### config.mk
export PLATFORM = sky130hd
export DESIGN_NAME = regfile_scoreboard
export DESIGN_NICKNAME = d
export VERILOG_FILES = /design/src/rtl/regfile_scoreboard.sv
export SDC_FILE = /design/constraint.sdc
export NUM_CORES = 1
export LEC_CHECK = 0
export BUFFER_PORTS_ARGS = -buffer_cell sky130_fd_sc_hd__buf_2
export CORE_MARGIN = 3
export CORE_UTILIZATION = 51
export CTS_BUF_LIST = sky130_fd_sc_hd__clkbuf_2
export CTS_CLUSTER_SIZE = 12
export DETAILED_ROUTE_END_ITERATION = 6
export GPL_TIMING_DRIVEN = 0
export PLACE_DENSITY_LB_ADDON = 0.12
export SYNTH_ARGS = -nofsm -noshare
export SYNTH_HDL_FRONTEND = slang
export SYNTH_SLANG_ARGS = --single-unit
### constraint.sdc
create_clock -name clk -period 6.5 [get_ports clk]
set_input_delay 0.975 -clock clk [delete_from_list [all_inputs] [get_ports clk]]
set_output_delay 0.975 -clock clk [all_outputs]
set_load 0.005 [all_outputs]
### src/rtl/regfile_scoreboard.sv
// regfile_scoreboard
// 31 x DATA_W register file (address 0 reads as zero) with two combinational
// read ports, one synchronous write port, and a per-register pending-write
// counter used to detect read-after-write hazards at issue time.
//
// Issue handshake: IssueEn acts as "valid" for a destination reservation and
// !IssueFull acts as "ready"; the reservation is taken only on a cycle where
// both hold. Upstream issue logic is expected to hold IssueEn low while Stall
// is high; this block does not gate IssueEn with Stall itself.
module regfile_scoreboard #(
    parameter int DATA_W = 16,
    parameter int NREG   = 32,
    parameter int CNT_W  = 2
) (
    input  logic              clk,
    input  logic              rst,
    input  logic [4:0]        RdAddr0,
    input  logic [4:0]        RdAddr1,
    input  logic              RdUse0,
    input  logic              RdUse1,
    output logic [DATA_W-1:0] RdData0,
    output logic [DATA_W-1:0] RdData1,
    output logic              Busy0,
    output logic              Busy1,
    output logic              Stall,
    input  logic              IssueEn,
    input  logic [4:0]        IssueAddr,
    output logic              IssueFull,
    input  logic              WrEn,
    input  logic [4:0]        WrAddr,
    input  logic [DATA_W-1:0] WrData,
    output logic              WbError
);

    localparam int              AW      = 5;
    localparam logic [CNT_W-1:0] CNT_MAX = '1;
    localparam logic [CNT_W-1:0] CNT_ONE = CNT_W'(1);

    // Address 0 has no storage; entries 1..NREG-1 only.
    logic [DATA_W-1:0] r_regs [1:NREG-1];
    logic [CNT_W-1:0]  r_cnt  [1:NREG-1];
    logic              r_wb_error;

    logic [CNT_W-1:0]  w_cnt_rd0, w_cnt_rd1, w_cnt_wr, w_cnt_iss;
    logic [CNT_W-1:0]  w_eff0, w_eff1;
    logic              w_byp0, w_byp1;
    logic              w_issue_full;
    logic [NREG-1:1]   w_inc, w_dec;

    // Counter lookups for every address consumer; address 0 always reads as 0.
    always_comb begin
        w_cnt_rd0 = '0;
        w_cnt_rd1 = '0;
        w_cnt_wr  = '0;
        w_cnt_iss = '0;
        if (RdAddr0 != '0)   w_cnt_rd0 = r_cnt[RdAddr0];
        if (RdAddr1 != '0)   w_cnt_rd1 = r_cnt[RdAddr1];
        if (WrAddr != '0)    w_cnt_wr  = r_cnt[WrAddr];
        if (IssueAddr != '0) w_cnt_iss = r_cnt[IssueAddr];
    end

    // Read ports with write-through bypass; a same-cycle write-back also
    // retires one pending count for the hazard check.
    always_comb begin
        w_byp0  = WrEn && (WrAddr == RdAddr0);
        w_byp1  = WrEn && (WrAddr == RdAddr1);
        RdData0 = '0;
        RdData1 = '0;
        if (RdAddr0 != '0) RdData0 = w_byp0 ? WrData : r_regs[RdAddr0];
        if (RdAddr1 != '0) RdData1 = w_byp1 ? WrData : r_regs[RdAddr1];
        w_eff0 = (w_byp0 && (w_cnt_rd0 != '0)) ? (w_cnt_rd0 - CNT_ONE) : w_cnt_rd0;
        w_eff1 = (w_byp1 && (w_cnt_rd1 != '0)) ? (w_cnt_rd1 - CNT_ONE) : w_cnt_rd1;
        Busy0  = (RdAddr0 != '0) && (w_eff0 != '0);
        Busy1  = (RdAddr1 != '0) && (w_eff1 != '0);
    end

    // Refuse an issue to a saturated counter unless a write-back frees a slot now.
    always_comb begin
        w_issue_full = IssueEn && (IssueAddr != '0) && (w_cnt_iss == CNT_MAX)
                       && !(WrEn && (WrAddr == IssueAddr));
        IssueFull    = w_issue_full;
        Stall        = (RdUse0 && Busy0) || (RdUse1 && Busy1) || w_issue_full;
    end

    // Per-register increment/decrement requests; decrement never goes below 0.
    always_comb begin
        w_inc = '0;
        w_dec = '0;
        for (int a = 1; a < NREG; a++) begin
            w_inc[a] = IssueEn && (IssueAddr == AW'(a)) && !w_issue_full;
            w_dec[a] = WrEn && (WrAddr == AW'(a)) && (r_cnt[a] != '0);
        end
    end

    // Pending counters: simultaneous inc and dec cancel.
    always_ff @(posedge clk) begin
        if (rst) begin
            for (int a = 1; a < NREG; a++) r_cnt[a] <= '0;
        end else begin
            for (int a = 1; a < NREG; a++) begin
                if (w_inc[a] && !w_dec[a])      r_cnt[a] <= r_cnt[a] + CNT_ONE;
                else if (w_dec[a] && !w_inc[a]) r_cnt[a] <= r_cnt[a] - CNT_ONE;
            end
        end
    end

    // Register array write port; writes to address 0 are dropped.
    always_ff @(posedge clk) begin
        if (rst) begin
            for (int a = 1; a < NREG; a++) r_regs[a] <= '0;
        end else if (WrEn && (WrAddr != '0)) begin
            r_regs[WrAddr] <= WrData;
        end
    end

    // Sticky flag for a write-back with no outstanding reservation.
    always_ff @(posedge clk) begin
        if (rst) begin
            r_wb_error <= 1'b0;
        end else if (WrEn && (WrAddr != '0) && (w_cnt_wr == '0)) begin
            r_wb_error <= 1'b1;
        end
    end

    assign WbError = r_wb_error;

endmodule

# Word-level counts from Yosys, hierarchy flattened
# Memory sizes are Yosys's and may differ from the RTL's.
# Cells that the tools add are included.
# word_totals
wordCells	799
romBits	0
latchBits	0
mem_bits_rw	558
reg_bits	1
in_bits	42
memories	2
out_inout_bits	37
# memory_table
name	words	word_bits	rd	rd_clocked_by_memory_dff	write_ports	line_no	rtl
r_regs	31	16	2	0	31	40	logic [DATA_W-1:0] r_regs [1:NREG-1];
r_cnt	31	2	35	0	31	41	logic [CNT_W-1:0] r_cnt [1:NREG-1];
# op_classes
multipliers	0
div	0
addsub	64
shift	0
n_eq_ne	66
magnitude_cmp	0
n_bitwise	62
reduce_logical	307
muxes	297
# op_table
operator	count
$mux W1	223
$logic_and A1 B1 Y1	200
$eq A5 B5 Y1 const B	32
$mux W2	68
$eq A5 B4 Y1 const B	16
$mux W16	5
$reduce_bool A2 Y1	35
$sub A2 B1 Y2 const B	33
$logic_not A1 Y1	64
$add A2 B1 Y2 const B	31
$or A1 B1 Y1	62
$eq A5 B3 Y1 const B	8
$eq A5 B2 Y1 const B	4
$reduce_bool A5 Y1	4
$reduce_or A16 Y1	1
$eq A5 B5 Y1	3
$eq A5 B1 Y1 const B	2
$mux W5	1
$eq A2 B2 Y1 const B	1
$logic_not A2 Y1	1
$logic_or A1 B1 Y1	2

# Logic depth before layout (Yosys ltp)
# Gate-level depths: netlist (run 1).
# depth
ltp_word	14
ltp_mapped	14
depth_no_buf	10

# Worst setup path after synthesis (run 1)
# OpenSTA, ideal clock, no wires.
# synth_timing
path_kind	input-to-output
start	input RdAddr0[0]
end	output Stall
arrival_ns	3.470
setup_slack_ns	2.055
cell_stages	13
required_ns	5.525
path_buffers	4
path_cell_list	buf_2 -> buf_4 -> buf_2 -> clkbuf_1 -> nor2_1 -> o22ai_1 -> a211o_1 -> o21ai_0 -> ha_1 -> nor2b_1 -> nor3b_1 -> a311oi_1 -> a221o_1
# synth_via
elab_chain_cells	10
word_cells_on_any_way	14
cone_classes	add/sub: 1; eq/ne: 1; mux: 2; reduce/logical: 9; memory: 1
# synth_rtl
element	line_no	rtl
start, declared	17	input logic [4:0] RdAddr0,
parallel branches: the longest is 6 deep, another holds $mem_v2 Z31 W2	n/a	
$logic_and A1 B1 Y1 *	73	Busy0 = (RdAddr0 != '0) && (w_eff0 != '0);
named net Busy0	23	output logic Busy0,
$logic_and A1 B1 Y1 *	82	Stall = (RdUse0 && Busy0) || (RdUse1 && Busy1) || w_issue_full;
$logic_or A1 B1 Y1 * (2 in series)	82	
end, declared	25	output logic Stall,
# Mark *: on every way through the listed nets, which the timed path passes.

# Worst setup path in the final report (run 1)
# layout_timing
start	input RdAddr0[1]
end	output RdData0[1]
# layout_via
elab_chain_cells	4
word_cells_on_any_way	6
cone_classes	eq/ne: 1; mux: 2; reduce/logical: 2; memory: 1
# layout_rtl
element	line_no	rtl
parallel branches: the longest is 3 deep, another holds $mem_v2 Z31 W16	n/a	
$mux W16 *	69	if (RdAddr0 != '0) RdData0 = w_byp0 ? WrData : r_regs[RdAddr0];
end, declared	21	output logic [DATA_W-1:0] RdData0,
# Mark *: on every way between the ends.

==> results of run 1 <==
cell type report:
class,count,share of cell area
tap,864,0.0288
timing repair buffer,82,0.0131
buffer,228,0.0258
multi-input combinational,1591,0.430
clock buffer,208,0.0277
inverter,66,0.00660
clock inverter,51,0.00843
sequential,575,0.460
antenna,3,0.000200
stage by stage:
stage / power [W] / util / std cells
after global routing: 0.00869 / 0.565 / 3667
final: 0.00837 / 0.565 / 3668
after CTS: 0.00838 / 0.565 / 3665
after global placement: 0.00577 / 0.542 / 3390
after detailed placement: 0.00582 / 0.542 / 3390
after floorplan: 0.00529 / - / 2460
synth_stat cells, types with 4 or more instances:
library cell	count	area, µm²
edfxtp_1	574	17200
and2_1	499	3120
mux4_2	357	8040
clkbuf_1	168	631
nor2_1	117	439
a21oi_1	67	335
nand2_1	66	248
inv_1	64	240
nor3_1	64	320
mux2i_1	45	450
nand2b_1	41	257
buf_2	34	170
ha_1	33	413
or2_2	32	200
or3_1	26	163
xnor2_1	26	228
xor2_1	20	175
or3b_2	18	158
buf_1	17	63.8
nand3_1	17	85.1
nor2b_1	13	81.3
nor4_2	12	150
a31oi_1	11	68.8
a311oi_1	9	78.8
a2111oi_4	8	220
mux2_2	7	78.8
nand3b_1	7	52.6
nor3_2	6	60.1
nor4_1	6	37.5
a211oi_2	5	62.6
o21ai_0	5	25.0
a2111oi_2	4	60.1
a211o_1	4	35.0
a211oi_1	4	30.0
a22o_1	4	35.0
and3_1	4	25.0
o22ai_1	4	25.0
worst reg2reg max path, delay by kind of cell (launching register included):
kind / cells / cell delay (ns)
compound gates: 3 / 0.96
flops: 1 / 0.54
buf+inv: 2 / 0.48
mux: 2 / 0.44
simple gates: 2 / 0.44
how the worst max path moves through the flow:
stage	cells after the start	endpoint	start	slack (ns)
final	11	RdData0[1]	RdAddr0[1]	0.12
after CTS	11	RdData0[1]	RdAddr0[1]	0.24
after floorplan	13	Stall	RdAddr0[0]	2.05
after global routing	11	RdData0[1]	RdAddr0[1]	0.12
after global placement	11	RdData0[1]	RdAddr0[1]	0.32
after detailed placement	11	RdData0[1]	RdAddr0[1]	0.25
cell families (layout without fill, tap and decap cells):
logic type               Yosys count  after routing  share of synthesized area
AND/OR/NAND/NOR                  941            941                      0.159
flip-flops                       575            575                      0.500
multiplexers                     410            410                      0.248
buffers and inverters            294            635                     0.0351
AO/OA/AOI/OAI                    145            145                     0.0340
XOR/XNOR                          46             46                     0.0117
adder cells (fa/ha/maj)           33             33                     0.0120
other                              1             19                   0.000109
registers in the layout, indices dropped and copies added (netlist names):
signal   count
WbError      1
r_cnt       62
r_regs     512
power by group through the flow:
stage	registers [W]	clock network (W)	logic (W)
CTS	0.00439	0.00263	0.00136
global route	0.00442	0.00283	0.00145
detailed placement	0.00447	0	0.00134
finish	0.00440	0.00259	0.00138
global placement	0.00445	0	0.00132
floorplan	0.00442	0	0.000872
placed cells by master (no fill, tap or decap), drive strengths merged, types with 26 or more instances in the layout:
cell    instances
a21oi          67
and2          499
buf           125
clkbuf        377
clkinv         40
edfxtp        574
ha             33
inv            72
mux2i          45
mux4          357
nand2          66
nand2b         41
nor2          119
nor3           70
or2            33
or3            26
xnor2          26
metal layers:
layer	track usage	up-vias
met5	0	-
met4	0.108	0
met3	0.0764	217
met2	0.475	1434
met1	0.436	12000
li1	-	9934
repair_timing:
action                                  CTS  global route
hold buffers                             16             0
endpoints found under the setup margin    0             0
endpoints found under the hold margin    26             0
==> impl_metrics.sql, run 1 <==
INSERT INTO impl_metrics (metric_group, metric, value, unit) VALUES
('timing', 'setup_tns', '0', 'ns'),
('placed_design', 'detailedPlacementHpwl', '84800', 'µm'),
('drt', 'met2WireLength', '49400', 'µm'),
('outcome', 'outcome', 'finished, final reports clean', ''),
('clocking', 'ctsHtreeMaxLevel', '4', ''),
('clocking', 'worst_skew_pair.late_latency', '1.34', 'ns'),
('power_and_ir_drop', 'power_report.internal_total', '0.00586', 'W'),
('clocking', 'cts.root.buffer_cell', 'clkbuf_2', ''),
('worst_setup_path', 'critical_path.top_delay_family', 'buffers and inverters', ''),
('placed_design', 'dpl-instance-area', '36000', 'µm²'),
('timing', 'finalHoldViolCount', '0', ''),
('synth', 'synth_edf_count', '574', ''),
('floorplan', 'chipWidth', '266', 'µm'),
('worst_setup_path', 'timing.rr.start', 'r_cnt[14][0]', ''),
('drt', 'drc_errors', '0', ''),
('synth', 'synth_area', '34500', 'µm²'),
('worst_setup_path', 'timing.critical_path.cells', 'clkbuf_1 > clkbuf_1 > clkbuf_1 > clkbuf_1 > mux4_2 > mux4_2 > nand2_1 > a21oi_1 > a21oi_1 > nor2_1 > buf_2', ''),
('global_route', 'grt-ovfl-total', '0', ''),
('finish', 'area_delta_synth_final', '8.67', '%'),
('worst_setup_path', 'ff2ff_path_depth', '9', ''),
('worst_setup_path', 'data_arrival_at_the_endpoint_of_the_critical_path', '5.40', 'ns'),
('worst_setup_path', 'crit_path_top_delay_cell', 'clkbuf_1', ''),
('worst_hold_path', 'hold_path_depth', '5', ''),
('global_route', 'grt_start_max_net_pins', '17', ''),
('finish', 'multi_input_comb_area', '16100', 'µm²'),
('floorplan', 'start_util', '0.520', ''),
('floorplan', 'core.rowCount', '94', ''),
('worst_setup_path', 'critical_path.startpoint_type', 'input pin', ''),
('power_and_ir_drop', 'peakVddDrop', '0.152', 'mV'),
('drt', 'vias_cell', '6.43', ''),
('synth', 'post_synth.cell_area_avg', '14.1', 'µm²'),
('drt', 'detailedRoute.firstIterationViolations', '3046', ''),
('worst_setup_path', 'worstSetupPathType', 'input pin to primary output', ''),
('clocking', 'cts.reportedPaths.clkPinSlew', '0.08', 'ns'),
('worst_setup_path', 'timing.critical_path.required', '5.52', 'ns'),
('timing', 'maxSlewHeadroom', '0.0644', ''),
('drt', 'route.met3.wl', '12300', 'µm'),
('clocking', 'cts_buf_count', '152', ''),
('clocking', 'numClockSinks', '575', ''),
('global_route', 'grt_pass1_vias', '23600', ''),
('worst_setup_path', 'regToRegSetupSlack', '3.39', 'ns'),
('finish', 'seqCellArea', '17300', 'µm²'),
('synth', 'synth_warnings', '0', ''),
('power_and_ir_drop', 'power_frac_seq', '0.525', ''),
('synth', 'synthCells', '2445', ''),
('drt', 'totalWireLength', '108000', 'µm'),
('finish', 'layout-drive-gt1-share', '0.284', ''),
('drt', 'top_layer_used', 'met4', ''),
('clocking', 'postCtsSetupRepairBufs', '0', ''),
('timing', 'setup-violations-final', '0', ''),
('synth', 'postSynthRegisterBits', '575', ''),
('power_and_ir_drop', 'power.density', '223', 'nW/µm²'),
('synth', 'ys_dominant_reg_cell', 'edfxtp_1', ''),
('timing', 'achievable_clock_frequency', '157', 'MHz'),
('floorplan', 'dieHeight', '266', 'µm'),
('synth', 'synth_sequential_area_ratio', '0.500', ''),
('worst_setup_path', 'crit_path_max_fanout', '10', ''),
('timing', 'worst_hold_slack', '0.460', 'ns'),
('drt', 'detailroute.via_count', '23600', ''),
('synth', 'synth_async_sr_flop_share', '0', ''),
('drt', 'first_pass_iters', '6', ''),
('worst_setup_path', 'timing.critical_path.slowest_cell_delay', '0.84', 'ns'),
('power_and_ir_drop', 'clkPwrFrac', '0.309', ''),
('clocking', 'cts_buffer_depth', '3', ''),
('timing', 'worst_slew_pin_slew', '1.40', 'ns'),
('floorplan', 'core_region_area', '66500', 'µm²'),
('drt', 'route.layer.met1.wl', '43500', 'µm'),
('global_route', 'grt_antenna_before_repair', '1', ''),
('drt', 'ant_nets', '0', ''),
('clocking', 'post_cts.resized_instances', '0', ''),
('timing', 'clock-skew-final', '0.134', 'ns');
Note: power is estimated with default switching activity, not from simulation.
==> run 2: changes to the inputs <==
Settings changed: ABC_AREA set to 0, CAP_MARGIN set to 20, CORE_UTILIZATION 51 to 50.
==> run 2 against run 1 <==
Effect of this change: via count grew 0.24%; critical path depth stayed put; routed wire length up 0.21%; global-route usage fell by 0.21 points; highest routed layer unchanged.
==> impl_metrics.sql, run 2 (synthesis gave the netlist of run 1 again) <==
INSERT INTO impl_metrics (metric_group, metric, value, unit) VALUES
('outcome', 'outcome', 'finished, final reports clean', ''),
('drt', 'vias_cell', '6.41', ''),
('clocking', 'cts_buf_count', '152', ''),
('finish', 'seqCellArea', '17300', 'µm²'),
('drt', 'drc_errors', '0', ''),
('worst_setup_path', 'timing.critical_path.required', '5.52', 'ns'),
('finish', 'multi_input_comb_area', '16100', 'µm²'),
('finish', 'final_cell_mix', 'edfxtp_1 (574), and2_1 (499), mux4_2 (357)', ''),
('clocking', 'numClockSinks', '575', ''),
('clocking', 'postCtsSetupRepairBufs', '0', ''),
('timing', 'finalHoldViolCount', '0', ''),
('clocking', 'cts.reportedPaths.clkPinSlew', '0.09', 'ns'),
('power_and_ir_drop', 'power.density', '223', 'nW/µm²'),
('finish', 'layout-drive-gt1-share', '0.285', ''),
('finish', 'nNetsFinal', '2779', ''),
('global_route', 'grt_pass1_vias', '23700', ''),
('timing', 'achievable_clock_frequency', '160', 'MHz'),
('placed_design', 'dpl-instance-area', '36100', 'µm²'),
('global_route', 'gr-usage-all-layers', '0.307', ''),
('clocking', 'cts_tree', 'yes', ''),
('global_route', 'grt-ovfl-total', '0', ''),
('drt', 'ant_nets', '0', ''),
('floorplan', 'chipWidth', '269', 'µm'),
('floorplan', 'core.rowCount', '95', ''),
('worst_hold_path', 'holdCritPathClass', 'flop to flop', ''),
('worst_setup_path', 'crit_path_max_fanout', '10', ''),
('finish', 'final_cell_area', '37700', 'µm²'),
('run', 'cap_violations', '0', ''),
('worst_setup_path', 'critical_path.startpoint_type', 'input pin', ''),
('worst_setup_path', 'crit_path_end_kind', 'primary output', ''),
('placed_design', 'detailedPlacementHpwl', '85100', 'µm'),
('finish', 'top_register', 'r_regs', ''),
('floorplan', 'core_region_area', '67800', 'µm²'),
('clocking', 'ctsHtreeMaxLevel', '4', ''),
('floorplan', 'num_io_pins', '79', ''),
('finish', 'final_common_cell', 'edfxtp_1', ''),
('drt', 'drt_wl_cell', '29.5', 'µm'),
('drt', 'detailroute.via_count', '23600', ''),
('timing', 'setup-violations-final', '0', ''),
('drt', 'first_pass_iters', '6', ''),
('worst_setup_path', 'worstSetupPathType', 'input pin to primary output', ''),
('placed_design', 'place.port_buffers', '66', ''),
('floorplan', 'die-area', '72300', 'µm²'),
('timing', 'worst_slew_pin_slew', '1.10', 'ns'),
('clocking', 'cts_buffer_depth', '3', ''),
('floorplan', 'start_util', '0.510', ''),
('clocking', 'worst_skew_pair.late_latency', '1.34', 'ns'),
('worst_setup_path', 'data_arrival_at_the_endpoint_of_the_critical_path', '5.27', 'ns'),
('timing', 'worst_hold_slack', '0.514', 'ns'),
('finish', 'area_delta_synth_final', '9.10', '%'),
('global_route', 'global_route_wire_length_before_repair', '157000', 'µm'),
('finish', 'fillers', '5621', ''),
('timing', 'post-route-min-period', '6.24', 'ns'),
('placed_design', 'globalplace.congestion', '0.959', ''),
('drt', 'detailedRoute.firstIterationViolations', '2998', ''),
('finish', 'max_reg_flops', '512', ''),
('timing', 'fin_crit_sh', '0.960', ''),
('timing', 'clock-skew-final', '0.125', 'ns'),
('timing', 'maxSlewHeadroom', '0.270', ''),
('timing', 'final_max_slew_viol_count', '0', ''),
('timing', 'setup_tns', '0', 'ns'),
('floorplan', 'dieHeight', '269', 'µm'),
('clocking', 'cts.root.buffer_cell', 'clkbuf_2', ''),
('global_route', 'grt_antenna_before_repair', '2', ''),
('finish', 'final_core_utilization', '0.556', ''),
('drt', 'totalWireLength', '109000', 'µm'),
('power_and_ir_drop', 'peakVddDrop', '0.166', 'mV'),
('global_route', 'grt_start_max_net_pins', '17', ''),
('power_and_ir_drop', 'p_leak', '13.0', 'nW'),
('power_and_ir_drop', 'report.power.total', '0.00841', 'W'),
('timing', 'rsz0062_at_grt', 'false', '');
run 2: cell count changes in the layout (fill, tap and decap cells not counted), moves of 2 or more:
cell and delta:
buf_8 +5, clkinv_2 -4, inv_2 -2, clkinv_1 +3
run 2: repair_timing:
action / CTS / global route
hold buffers: 16 / 0
resized for setup: 0 / 0
hold endpoints to repair: 26 / 0
run 2: worst paths after layout:
kind,startpoint,to,slack [ns],depth (start not counted)
worst max-delay path,RdAddr0[1],RdData0[3],0.26,11
worst min-delay path,WbError,WbError,0.51,2
worst max register to register,r_cnt[10][0],r_cnt[17][1],3.38,9
worst min register to register,WbError,WbError,0.51,2
run 2: critical path: stages:
cell	delay (ns)
clkbuf_1	0.33
clkbuf_1	0.66
clkbuf_1	0.73
clkbuf_1	0.83
mux4_2	0.45
mux4_2	0.50
nand2_1	0.18
a21oi_1	0.10
a21oi_1	0.17
nor2_1	0.10
buf_2	0.20
run 2: cell type report:
class | instances | share of cell area
Sequential cell | 575 | 0.458
Multi-Input combinational cell | 1591 | 0.428
Inverter | 66 | 0.00657
Buffer | 228 | 0.0256
Antenna cell | 3 | 0.000199
Tap cell | 873 | 0.0290
Timing Repair Buffer | 90 | 0.0162
Clock inverter | 49 | 0.00873
Clock buffer | 209 | 0.0278
run 2: through the flow:
stage          setup slack, ns  cells
2_1_floorplan             2.05   2460
3_3_place_gp             0.443   3399
3_5_place_dp             0.415   3403
4_1_cts                  0.413   3677
5_1_grt                  0.188   3682
6_report                 0.258   3684
run 2: power breakdown:
part | switching (W) | leakage, nW | internal, W | total (W)
logic | 0.000801 | 6.46 | 0.000592 | 0.00139
registers | 0.000122 | 5.52 | 0.00427 | 0.00439
clock network | 0.00158 | 1.03 | 0.00104 | 0.00262
run 2: per-layer routing:
layer	track usage	vias to the layer above	share of wire
li1	-	9954	-
met1	0.432	12000	0.40
met2	0.466	1464	0.45
met3	0.0814	224	0.12
met4	0.112	0	0.032
met5	0	-	0
